===== config.mk =====
export PLATFORM = sky130hd
export DESIGN_NAME = fifo_wr_arb
export DESIGN_NICKNAME = d
export VERILOG_FILES = /design/src/rtl/fifo_arb_pkg.sv /design/src/rtl/fifo_wr_arb_pick.sv /design/src/rtl/fifo_wr_arb.sv
export SDC_FILE = /design/constraint.sdc
export NUM_CORES = 1
export LEC_CHECK = 0
export BUFFER_PORTS_ARGS = -buffer_cell sky130_fd_sc_hd__buf_2
export CAP_MARGIN = 10
export CORE_ASPECT_RATIO = 2
export CORE_MARGIN = 1
export CORE_UTILIZATION = 39
export DETAILED_ROUTE_END_ITERATION = 16
export PLACE_DENSITY_LB_ADDON = 0.1
export SETUP_SLACK_MARGIN = 0.15
export SYNTH_ARGS = -nofsm -noshare
export SYNTH_HDL_FRONTEND = slang
export SYNTH_HIERARCHICAL = 1
export SYNTH_SLANG_ARGS = --single-unit
export TNS_END_PERCENT = 10

===== constraint.sdc =====
create_clock -name clk -period 2.1 [get_ports clk]
set_input_delay 0.525 -clock clk [delete_from_list [all_inputs] [get_ports clk]]
set_output_delay 0.525 -clock clk [all_outputs]
set_load 0.02 [all_outputs]

===== src/rtl/fifo_arb_pkg.sv =====
// Shared types and the round-robin selection
// function for the FIFO write arbiter.
package fifo_arb_pkg;

  localparam int MAX_REQ = 8;
  localparam int IDX_W   = 3;

  typedef enum logic [1:0] {
    IDLE  = 2'd0,
    WRITE = 2'd1,
    STALL = 2'd2
  } arb_state_t;

  // First eligible index strictly after ptr,
  // searching circularly over n requesters.
  function automatic logic [IDX_W-1:0] rr_next(
    input logic [MAX_REQ-1:0] eligible,
    input logic [IDX_W-1:0]   ptr,
    input int                 n
  );
    logic [IDX_W-1:0] win;
    logic             found;
    int               j;
    win   = ptr;
    found = 1'b0;
    j     = 0;
    for (int k = 1; k <= MAX_REQ; k++) begin
      j = (int'(ptr) + k) % n;
      if (k <= n && !found &&
          eligible[j[IDX_W-1:0]]) begin
        win   = j[IDX_W-1:0];
        found = 1'b1;
      end
    end
    return win;
  endfunction

endpackage


===== src/rtl/fifo_wr_arb_pick.sv =====
// Combinational round-robin picker used by
// the FIFO write arbiter.
module rr_pick
  import fifo_arb_pkg::*;
#(
  parameter int NUM_REQ = 4
) (
  input  logic [NUM_REQ-1:0] eligible,
  input  logic [IDX_W-1:0]   rr_ptr,
  output logic [NUM_REQ-1:0] onehot,
  output logic [IDX_W-1:0]   idx,
  output logic               any
);

  logic [MAX_REQ-1:0] elig_ext;

  assign elig_ext = MAX_REQ'(eligible);
  assign idx      = rr_next(elig_ext, rr_ptr,
                            NUM_REQ);
  assign any      = |eligible;
  assign onehot   = any ? (NUM_REQ'(1) << idx)
                        : '0;

endmodule


===== src/rtl/fifo_wr_arb.sv =====
// Round-robin arbiter sharing one FIFO write
// port, with full throttling and ack checking.
module fifo_wr_arb
  import fifo_arb_pkg::*;
#(
  parameter int NUM_REQ    = 4,
  parameter int FIFO_WIDTH = 8,
  parameter int FIFO_DEPTH = 16,
  parameter int CNT_W      = 16
) (
  input  logic                    clk,
  input  logic                    rst_n,
  input  logic [NUM_REQ-1:0]      req,
  input  logic [NUM_REQ*FIFO_WIDTH-1:0] req_data,
  output logic [NUM_REQ-1:0]      gnt,
  output logic                    wr_en,
  output logic [FIFO_WIDTH-1:0]   data_in,
  input  logic                    full,
  input  logic                    almostfull,
  input  logic                    wr_ack,
  input  logic                    overflow,
  output logic                    ack_err,
  output logic [1:0]              arb_state,
  output logic [CNT_W-1:0]        wr_count
);

  if (NUM_REQ < 2 || NUM_REQ > MAX_REQ ||
      FIFO_DEPTH < 2) begin : g_bad_cfg
    $error("fifo_wr_arb: bad parameters");
  end

  logic [NUM_REQ-1:0]    elig;
  logic [NUM_REQ-1:0]    pick_oh;
  logic [IDX_W-1:0]      pick_idx;
  logic [IDX_W-1:0]      rr_ptr;
  logic                  pick_any;
  logic                  blocked;
  logic                  issue;
  logic                  ack_pend;
  logic [FIFO_WIDTH-1:0] pick_data;
  arb_state_t            state_q;
  arb_state_t            state_d;

  // Mask this cycle's grant so it is not
  // taken a second time.
  assign elig    = req & ~gnt;
  assign blocked = full | (almostfull & wr_en);
  assign issue   = pick_any & ~blocked;

  rr_pick #(
    .NUM_REQ (NUM_REQ)
  ) u_pick (
    .eligible (elig),
    .rr_ptr   (rr_ptr),
    .onehot   (pick_oh),
    .idx      (pick_idx),
    .any      (pick_any)
  );

  always_comb begin
    pick_data = '0;
    for (int i = 0; i < NUM_REQ; i++) begin
      if (pick_oh[i]) begin
        pick_data = pick_data |
          req_data[i*FIFO_WIDTH +: FIFO_WIDTH];
      end
    end
  end

  always_comb begin
    state_d = IDLE;
    unique case (1'b1)
      issue:              state_d = WRITE;
      pick_any & blocked: state_d = STALL;
      default:            state_d = IDLE;
    endcase
  end

  assign arb_state = state_q;

  always_ff @(posedge clk or negedge rst_n) begin
    if (!rst_n) begin
      state_q <= IDLE;
    end else begin
      state_q <= state_d;
    end
  end

  always_ff @(posedge clk or negedge rst_n) begin
    if (!rst_n) begin
      gnt      <= '0;
      wr_en    <= 1'b0;
      data_in  <= '0;
      wr_count <= '0;
      rr_ptr   <= IDX_W'(NUM_REQ - 1);
    end else begin
      gnt   <= issue ? pick_oh : '0;
      wr_en <= issue;
      if (issue) begin
        data_in  <= pick_data;
        rr_ptr   <= pick_idx;
        wr_count <= wr_count + CNT_W'(1);
      end
    end
  end

  // A write driven this cycle owes an ack on
  // the following cycle.
  always_ff @(posedge clk or negedge rst_n) begin
    if (!rst_n) begin
      ack_pend <= 1'b0;
      ack_err  <= 1'b0;
    end else begin
      ack_pend <= wr_en;
      if ((ack_pend & ~wr_ack) | overflow) begin
        ack_err <= 1'b1;
      end
    end
  end

  a_gnt_onehot: assert property (
    @(posedge clk) disable iff (!rst_n)
    $onehot0(gnt) && (wr_en == (|gnt))
  );

endmodule


==> results.toml <==
[timing]
fin_crit_sh_pct = 88.96
layout_min_cycle_time_ns = 1.868
worst_pin_slew_ns = 0.7582
rsz0062_at_grt = "yes"
setup_viol = 0
finalHoldViolCount = 0
slew_violations = 0
finalClockSkew_ns = 0.006166
final.setup.tns_ns = 0
fmax_mhz = 535.3
relSlewSlack_pct = 49.46

[worst_setup_path]
regToRegSetupSlack_ns = 0.23
crit_family = "compound AO/OA/AOI/OAI gates"
crit_fanout = 9
slowest_stage = "dfstp_2"
worstSetupStartpointType = "register"
path_cells = "nand2b_1 > a21oi_1 > a221o_1 > and3_2 > a22oi_1 > a31oi_1"
max_stage_delay_ns = 0.59
worstPathRequired_ns = 2.25
path_buf_inv = 0
critPathKind = "register to register"
end_kind = "register"
arrival_ns = 2.02

[global_routing]
gr-total-overflow = 0
grt_pass1_wl_um = 6720
grt_use_total_pct = 19.03
antenna_found_initial = 0
grt_max_degree = 35
first_global_vias = 1538

[place]
place_congestion = 0.7230
numPortBuffers = 73
dp_hpwl_um = 2912

[layout]
diodes = 0
final_nets = 277
post-route-util_pct = 54.73
areaGrowthSynthToFinish_pct = 33.68
mostFrequentLayoutCells = "buf_2, dfrtp_1, nor2_1"
fillerInstances = 401
multi_input_area_um2 = 775.7
final_common_cell = "buf_2"
register_area_um2 = 853.3
drive_gt1_share_pct = 47.66

[floorplan]
die-area_um2 = 4617
die_w_um = 48.55
core_region_area_um2 = 4129
ioPinCount = 74
die_h_um = 95.11
rows = 33
initial_utilization_pct = 40.94

[clock_tree]
clock_path_buffers = 2
insertion_delay_ns = 0.28
postCtsHoldBufs = 0
clock_sinks = 34
cts_root_buf = "clkbuf_8"
cts_tree = "built"
cts_buffers = 5
htree_levels = 2
clk_pin_slew_ns = 0.07

[pwr]
power-per-cell-area_nw_per_um2 = 1292
leakage_nw = 1.121
peakVddDrop_mv = 0.7825

[run]
maxCapViolations = 0

[drt]
postRouteWirelength_um = 3910
vias_per_cell = 5.195
firstDrtPassIters = 4
postRouteAntennaNets = 0
drc_errors = 0
via_count = 1491
routedWlPerCell_um = 13.62
drt_iter0_drc = 20

[yosys]
syn_nets = 196
syn-mean-instance-area_um2 = 11.05
syn_inst = 153
synth.cell_area_um2 = 1690
yosys_warnings = 6

[worst_hold_path]
holdCritPathClass = "input pin to async pin"

[run_status]
status = "finished clean"
-- stage by stage --
step	std cells	instance area [um^2]	hold WS, ns	worst slack [ns]	power (W)
after floorplan	153	1695	0.2294	0.1439	0.001894
after global placement	277	2105	0.4510	0.02443	0.002240
after detailed placement	277	2105	0.4518	-0.08639	0.002278
after CTS	285	2215	0.3402	0.1679	0.002879
after global routing	287	2260	0.3558	0.1130	0.003130
final	287	2260	0.3132	0.2319	0.002919
-- flip-flops by register name, summed over array words and instances (netlist names) --
signal / cells
wr_count: 16
data_in: 8
gnt: 4
arb_state: 2
rr_ptr: 2
ack_err: 1
ack_pend: 1
-- metal layers --
metal | part of all wire [%] | global-route usage, % | wire [um] | up-vias
met3 | 5.5 | 4.466 | 215 | 7
li1 | - | - | - | 709
met2 | 53 | 36.38 | 2091 | 68
met4 | 1.9 | 6.618 | 74 | 0
met1 | 39 | 20.06 | 1528 | 707
met5 | 0 | 0 | 0 | -
-- path summary, 6_finish.rpt --
check,startpoint,cells after the start,to
max reg2reg,rr_ptr[1],6,data_in[3]
max in group asynchronous,rst_n,1,wr_count[3]
min,rst_n,1,data_in[4]
max,rr_ptr[1],6,data_in[3]
min reg2reg,wr_count[15],1,wr_count[15]
min in group clk,wr_ack,2,ack_err
-- cell type report --
class	instances	area share [%]
repair buffers	83	19.49
flip-flops and latches	34	37.76
clock inverters	1	1.329
multi-input cells	105	34.33
inverters	5	0.8306
well taps	52	2.879
clock buffers	7	3.378
-- report_power, final --
group	switching [W]	internal [W]	leakage (nW)	total, W
Combinational	0.000737	0.000570	0.644	0.00131
Clock	0.000223	0.000355	0.0524	0.000578
Sequential	0.000174	0.000860	0.424	0.00103
-- repair_timing --
item / 4_1_cts / 5_1_grt
buffers inserted: 0 / 2
gates resized for setup: 2 / 7
hold endpoints to repair: 0 / 0
setup endpoints to repair: 8 / 8
pin swaps: 0 / 1
No activity file was read; power rests on OpenSTA's default activity.
